==> src/rtl/l2_request_arbiter.sv <==
// l2_request_arbiter: round-robin arbiter and sequencer giving two L1
// controllers turns on the shared L2 through hit, miss refill or flush.
module l2_request_arbiter #(
   parameter int TIMEOUT_CYCLES = 64
) (
   input  logic        clk,
   input  logic        reset,
   input  logic        core0_req,
   input  logic        core0_flush,
   input  logic [31:0] core0_address,
   input  logic [31:0] core0_data,
   input  logic [23:0] core0_tag,
   output logic        core0_gnt,
   output logic        core0_done,
   output logic [31:0] core0_rdata,
   input  logic        core1_req,
   input  logic        core1_flush,
   input  logic [31:0] core1_address,
   input  logic [31:0] core1_data,
   input  logic [23:0] core1_tag,
   output logic        core1_gnt,
   output logic        core1_done,
   output logic [31:0] core1_rdata,
   output logic [6:0]  l2_opcode,
   output logic        l2_flush,
   output logic [31:0] l2_address,
   output logic [31:0] l2_data,
   output logic [23:0] l2_tag,
   input  logic [1:0]  l2_hit,
   input  logic [31:0] l2_rdata,
   output logic        timeout_err
);

   localparam int CW = $clog2(TIMEOUT_CYCLES + 1);
   localparam logic [CW-1:0] CNT_LAST = CW'(TIMEOUT_CYCLES - 1);
   localparam logic [CW-1:0] CNT_MAX = CW'(TIMEOUT_CYCLES);
   localparam logic [6:0] OP_LOAD = 7'b0000011;

   typedef enum logic [1:0] {
      IDLE,
      ISSUE,
      MISS_WAIT,
      RESP
   } state_t;

   state_t        state;
   logic          owner;
   logic          own_flush;
   logic          rr_ptr;
   logic [CW-1:0] cnt;

   logic          win;
   logic          sel_flush;
   logic [31:0]   sel_address;
   logic [31:0]   sel_data;
   logic [23:0]   sel_tag;

   logic          hit;
   logic          expire;
   logic          fin;
   logic [31:0]   fin_data;

   // a lone requester always wins; rr_ptr only breaks ties
   always_comb begin
      win = rr_ptr;
      if (core0_req && !core1_req) begin
         win = 1'b0;
      end else if (core1_req && !core0_req) begin
         win = 1'b1;
      end
      sel_flush   = win ? core1_flush   : core0_flush;
      sel_address = win ? core1_address : core0_address;
      sel_data    = win ? core1_data    : core0_data;
      sel_tag     = win ? core1_tag     : core0_tag;
   end

   always_comb begin
      hit    = (l2_hit == 2'b10);
      expire = (state == MISS_WAIT) && !hit && (cnt == CNT_LAST);
      fin    = 1'b0;
      unique case (state)
         ISSUE:     fin = own_flush || hit;
         MISS_WAIT: fin = hit || expire;
         default:   fin = 1'b0;
      endcase
      fin_data = expire ? '0 : l2_rdata;
   end

   always_ff @(posedge clk) begin
      if (!reset) begin
         state       <= IDLE;
         owner       <= 1'b0;
         own_flush   <= 1'b0;
         rr_ptr      <= 1'b0;
         cnt         <= '0;
         core0_gnt   <= 1'b0;
         core1_gnt   <= 1'b0;
         core0_done  <= 1'b0;
         core1_done  <= 1'b0;
         core0_rdata <= '0;
         core1_rdata <= '0;
         l2_opcode   <= '0;
         l2_flush    <= 1'b0;
         l2_address  <= '0;
         l2_data     <= '0;
         l2_tag      <= '0;
         timeout_err <= 1'b0;
      end else begin
         core0_gnt  <= 1'b0;
         core1_gnt  <= 1'b0;
         core0_done <= 1'b0;
         core1_done <= 1'b0;
         l2_flush   <= 1'b0;
         unique case (state)
            IDLE: begin
               if (core0_req || core1_req) begin
                  owner      <= win;
                  own_flush  <= sel_flush;
                  l2_address <= sel_address;
                  l2_data    <= sel_data;
                  l2_tag     <= sel_tag;
                  core0_gnt  <= !win;
                  core1_gnt  <= win;
                  l2_flush   <= sel_flush;
                  l2_opcode  <= sel_flush ? '0 : OP_LOAD;
                  state      <= ISSUE;
               end
            end
            ISSUE, MISS_WAIT: begin
               if (fin) begin
                  state      <= RESP;
                  l2_opcode  <= '0;
                  core0_done <= !owner;
                  core1_done <= owner;
                  if (!own_flush && !owner) begin
                     core0_rdata <= fin_data;
                  end
                  if (!own_flush && owner) begin
                     core1_rdata <= fin_data;
                  end
                  if (expire) begin
                     timeout_err <= 1'b1;
                  end
               end else begin
                  state <= MISS_WAIT;
                  if (state == ISSUE) begin
                     cnt <= '0;
                  end else if (cnt != CNT_MAX) begin
                     cnt <= cnt + 1'b1;
                  end
               end
            end
            RESP: begin
               rr_ptr <= !owner;
               state  <= IDLE;
            end
         endcase
      end
   end

endmodule
==> config.mk <==
export PLATFORM = sky130hd
export DESIGN_NAME = l2_request_arbiter
export DESIGN_NICKNAME = d
export VERILOG_FILES = /design/src/rtl/l2_request_arbiter.sv
export SDC_FILE = /design/constraint.sdc
export NUM_CORES = 1
export LEC_CHECK = 0
export CORE_AREA = 2 2 147 149
export CTS_CLUSTER_DIAMETER = 200
export DETAILED_ROUTE_END_ITERATION = 6
export DIE_AREA = 0 0 149 151
export PLACE_DENSITY = 0.72
export SYNTH_ARGS = -nofsm -noshare
export SYNTH_HDL_FRONTEND = slang
export SYNTH_SLANG_ARGS = --single-unit
==> constraint.sdc <==
create_clock -name clk -period 2.7 [get_ports clk]
set_clock_uncertainty 0.1 [all_clocks]
set_input_delay 0.54 -clock clk [delete_from_list [all_inputs] [get_ports clk]]
set_output_delay 0.54 -clock clk [all_outputs]
set_load 0.02 [all_outputs]
* After elaboration in Yosys (flattened, before gate mapping)
Cells that the tools add are included.
Word-level totals: bits in registers 177, latch bits 0, memory bits (writable) 0, ROM bits 0, output and inout bits 165, memories 0
Operators by class: add/sub/neg operators 1, multiply operators 0, divide/modulo/power cells 0, order comparisons 0, equality and inequality tests 8, shifts and indexed selects 0, multiplexer cells 17, bitwise gates (word level) 1, reductions and logical operators 27
Operator list (number):
- 32-bit 2-to-1 mux | 3
- 7-bit 2-to-1 mux | 4
- 24-bit 2-to-1 mux | 1
- 3-bit AND reduction | 7
- 7-bit one-hot mux with 2 select lines | 1
- 7-bit by 1-bit adder with 7-bit output (second input constant) | 1
- 7-bit by 6-bit equality test with 1-bit output (second input constant) | 1
- 7-bit inequality test (second input constant) | 1
- 2-bit equality test (second input constant) | 3
- 1-bit logical AND | 6
- 1-bit logical NOT | 6
- 2-bit one-hot mux with 3 select lines | 1
- 1-bit 2-to-1 mux | 4
- 2-bit 2-to-1 mux | 2
- 2-bit inequality test (second input constant) | 2
- 2-bit nonzero test | 2
- 1-bit logical OR | 3
- 2-bit by 1-bit equality test with 1-bit output (second input constant) | 1
- 2-bit logical NOT | 1
- 1-bit one-hot mux with 2 select lines | 1
- 2-bit AND reduction | 1
- 2-bit OR reduction | 1
- 1-bit NOT | 1

* Longest topological paths before layout
depth in word-level cells 8, depth in mapped cells 8, depth with buffers taken out 6

* Worst setup path before layout
Ideal clock, no wire load.
path type register to register, start point register state[1], end point register cnt[2], library setup time 0.131 ns, arrival 1.800 ns, required time 2.469 ns, setup slack 0.669 ns, stages on the path, launching flop included 7, path buffers 0, path through dfxtp_1 > inv_1 > ha_1 > or4b_1 > o41ai_4 > or3_4 > o21ai_1
On the way: cells in the longest elaborated chain, start to end 7, elaborated cells between the ends (all ways) 11
Ends and longest elaborated chain:
- start: declaration | line 46 | state_t state;
- start signal: assignment | line 91 | state <= IDLE;
- start signal: assignment | line 126 | state <= ISSUE;
- start signal: assignment | line 131 | state <= RESP;
- 2-bit equality test | line 79, 81, 114
- 1-bit logical AND (2 in a row) | line 79 | expire = (state == MISS_WAIT) && !hit && (cnt == CNT_LAST);
- 1-bit logical OR | line 83 | MISS_WAIT: fin = hit || expire;
- 1-bit one-hot mux with 2 select lines | line 81 | unique case (state)
- 1-bit NOT (no line)
- 3-bit AND reduction (no line)
- end signal: assignment | line 149 | cnt <= cnt + 1'b1;
- end: declaration | line 50 | logic [CW-1:0] cnt;
Parallel ways exist; a longest one is shown, timed or not. A chain may end at the register's enable or synchronous reset.

* Worst setup path after layout
start point register state[0], end point register cnt[5]
The elaborated chain is that of the path after synthesis.

==> flow_summary.json <==
{
  "grt_use_met2": 0.362,
  "tns_ps": 0,
  "clockRootBuffer": "clkbuf_16",
  "place.gp.congestion": 0.771,
  "critPathLaunchType": "flip-flop",
  "fin_crit_sh": 0.874,
  "cts_resized": 0,
  "vdd_drop_max_mv": 0.587,
  "finalHoldViolCount": 0,
  "setup-violations-final": 0,
  "async_reset_ff_frac": 0,
  "pin_count": 381,
  "numCtsBuffers": 17,
  "initial_core_util": 0.352,
  "drive_above_1_share": 0.0524,
  "intPower_uw": 6740,
  "dpl_cell_area_um2": 11400,
  "synth_edf_count": 0,
  "seqPwrFrac": 0.315,
  "dieArea_um2": 22500,
  "syn_inst": 807,
  "drtPass1Iterations": 5,
  "rr_startpoint": "state[0]",
  "ff2ff_setup_slack_ps": 340,
  "synthTopCellsByArea": "dfxtp_1 47%, mux2i_1 12%, a211oi_1 9.2%",
  "rows": 53,
  "post-route-drc-count": 0,
  "p_sw_frac": 0.398,
  "critical_path_arrival_ps": 2570,
  "wl_per_cell_um": 17.3,
  "synth_top_cell_by_area": "dfxtp_1",
  "io_buffers": 375,
  "synth-seq-cells": 171,
  "max_freq_ghz": 0.424,
  "worstSkewPairLatency_ps": 420,
  "worstHoldEndpoint": "core1_rdata[26]",
  "antenna_found_initial": 3,
  "grt-ovfl-total": 0,
  "grt_use_met3": 0.0636,
  "clkTransAtPathRegs_ps": 70,
  "whs_path_depth": 2,
  "core_um2": 20800,
  "busiest_layer": "met2",
  "min_period_ps": 2360,
  "cts_buffer_depth": 2,
  "vias": 7337,
  "grt_pass1_wl_um": 37700,
  "clock_sinks": 171,
  "synth_cell_types": 45,
  "syn_area_um2": 7330,
  "p_switching_uw": 4470,
  "clkPwrFrac": 0.214,
  "dp_hpwl_um": 17600,
  "maxCapViolCount": 0,
  "cts_hold_buf": 0,
  "ys.warnings.count": 0,
  "r2r_cells": 6,
  "crit_required_ps": 2910,
  "synth_commonest_cells": "171 x dfxtp_1, 101 x nor2_1, 90 x a211oi_1",
  "vias_per_cell": 5.16,
  "leakagePower_uw": 0.00421,
  "post-cts-setup-buffers": 0,
  "worstHoldPathType": "flip-flop to flip-flop",
  "area_growth_pct": 62.8,
  "synthFlopType": "dfxtp_1",
  "htreeDepth": 4,
  "p_comb_frac": 0.471,
  "grt_usage": 0.212,
  "cp_max_fo": 11,
  "seq_area_frac_synth": 0.467,
  "slew_violations": 0,
  "final_nets": 1354,
  "fin_area_um2": 11900,
  "synth_top_area_frac": 0.467,
  "avgSynthCellArea_um2": 9.08,
  "drt-initial-drc-count": 422,
  "reg2reg_to": "cnt[5]",
  "ant_nets": 0,
  "cts_tree": "done",
  "drt-total-wl_um": 24600,
  "worst_pin_slew_ps": 504,
  "postLayoutCoreUtil": 0.573,
  "grtUsageMet1": 0.252,
  "status": "complete, no violations",
  "synth.most_common_cell": "dfxtp_1",
  "worst_setup_path_end_kind": "flip-flop",
  "hp-start": "core1_rdata[26]",
  "die_w_um": 149,
  "grt_pass1_vias": 6976,
  "critical_path_class": "flip-flop to flip-flop",
  "power_density_nw_per_um2": 939,
  "die_y_um": 151,
  "grt_max_degree": 79,
  "max-slew-margin-rel": 0.663,
  "rsz0062_at_grt": "no"
}
[power by group through the flow]
stage                     Sequential [uW]  Combinational (uW)  Clock (uW)
after floorplan                      4330                2180           0
after global placement               3570                5280           0
after detailed placement             3590                5320           0
after CTS                            3540                5330        2460
after global routing                 3620                5720        2560
final                                3540                5280        2400
[layer usage]
metal | wire length (um) | vias to the layer above | part of all wire
met2 | 12200 | 315 | 0.50
met5 | 24 | - | 0.00098
li1 | - | 3632 | -
met1 | 9730 | 3343 | 0.40
met4 | 639 | 4 | 0.026
met3 | 1960 | 43 | 0.080
[placed cells by master (no fill, tap or decap), types with 6 or more instances in the layout]
cell type and instances:
inv_1 8, mux2i_1 89, dfxtp_1 171, buf_12 11, ha_1 6, clkbuf_16 17, nand4_1 65, a211oi_1 90
a21oi_1 68, clkdlybuf4s50_1 375, o21ai_0 67, nor2_1 101, buf_4 7
[worst max path at each step]
stage	cells after the start	slack (ps)	from	to
finish	6	340	state[0]	cnt[5]
CTS	6	350	state[0]	cnt[5]
detailed placement	6	240	core0_req	l2_data[31]
global route	6	280	state[0]	cnt[5]
global placement	5	280	l2_hit[1]	cnt[5]
floorplan	6	670	state[1]	cnt[2]
[area by class of cell]
class | count | area [um^2]
antenna | 1 | 2.50
clock buffer | 17 | 425
clock inverter | 15 | 149
fill | 1906 | 8880
inverter | 9 | 36.3
multi-input combinational | 540 | 3530
sequential | 171 | 3420
tap | 275 | 344
timing repair buffer | 393 | 4030
[state kept, by name, indices dropped and copies added (netlist names), 2 cells and up]
name and cells:
l2_tag 24, cnt 7, state 2, l2_data 32, core0_rdata 32, l2_address 32, core1_rdata 32
[through the flow]
step | hold WS [ps] | std cells | power [uW] | worst slack, ps
after detailed placement | 366 | 1388 | 8910 | 237
after floorplan | 349 | 811 | 6520 | 669
after CTS | 376 | 1420 | 11300 | 353
after global routing | 397 | 1421 | 11900 | 279
final | 375 | 1421 | 11200 | 341
after global placement | 360 | 1388 | 8850 | 285
[cells by family (layout without fill, tap and decap cells)]
kind of cell / after synthesis / after routing / share of synthesized area
other cells: 1 / 6 / 0.000512
mux: 89 / 89 / 0.122
fa+ha+maj: 7 / 7 / 0.0116
compound gates: 247 / 247 / 0.210
simple gates: 192 / 192 / 0.130
flops: 171 / 171 / 0.467
buf+inv: 100 / 434 / 0.0589
[worst max-delay path, stage by stage (launching register included)]
cell	delay [ps]
dfxtp_1	380
inv_1	90
ha_1	210
and3_1	250
a221o_2	500
or3_4	440
o41ai_1	280
Note: power is estimated with default switching activity, not from simulation.
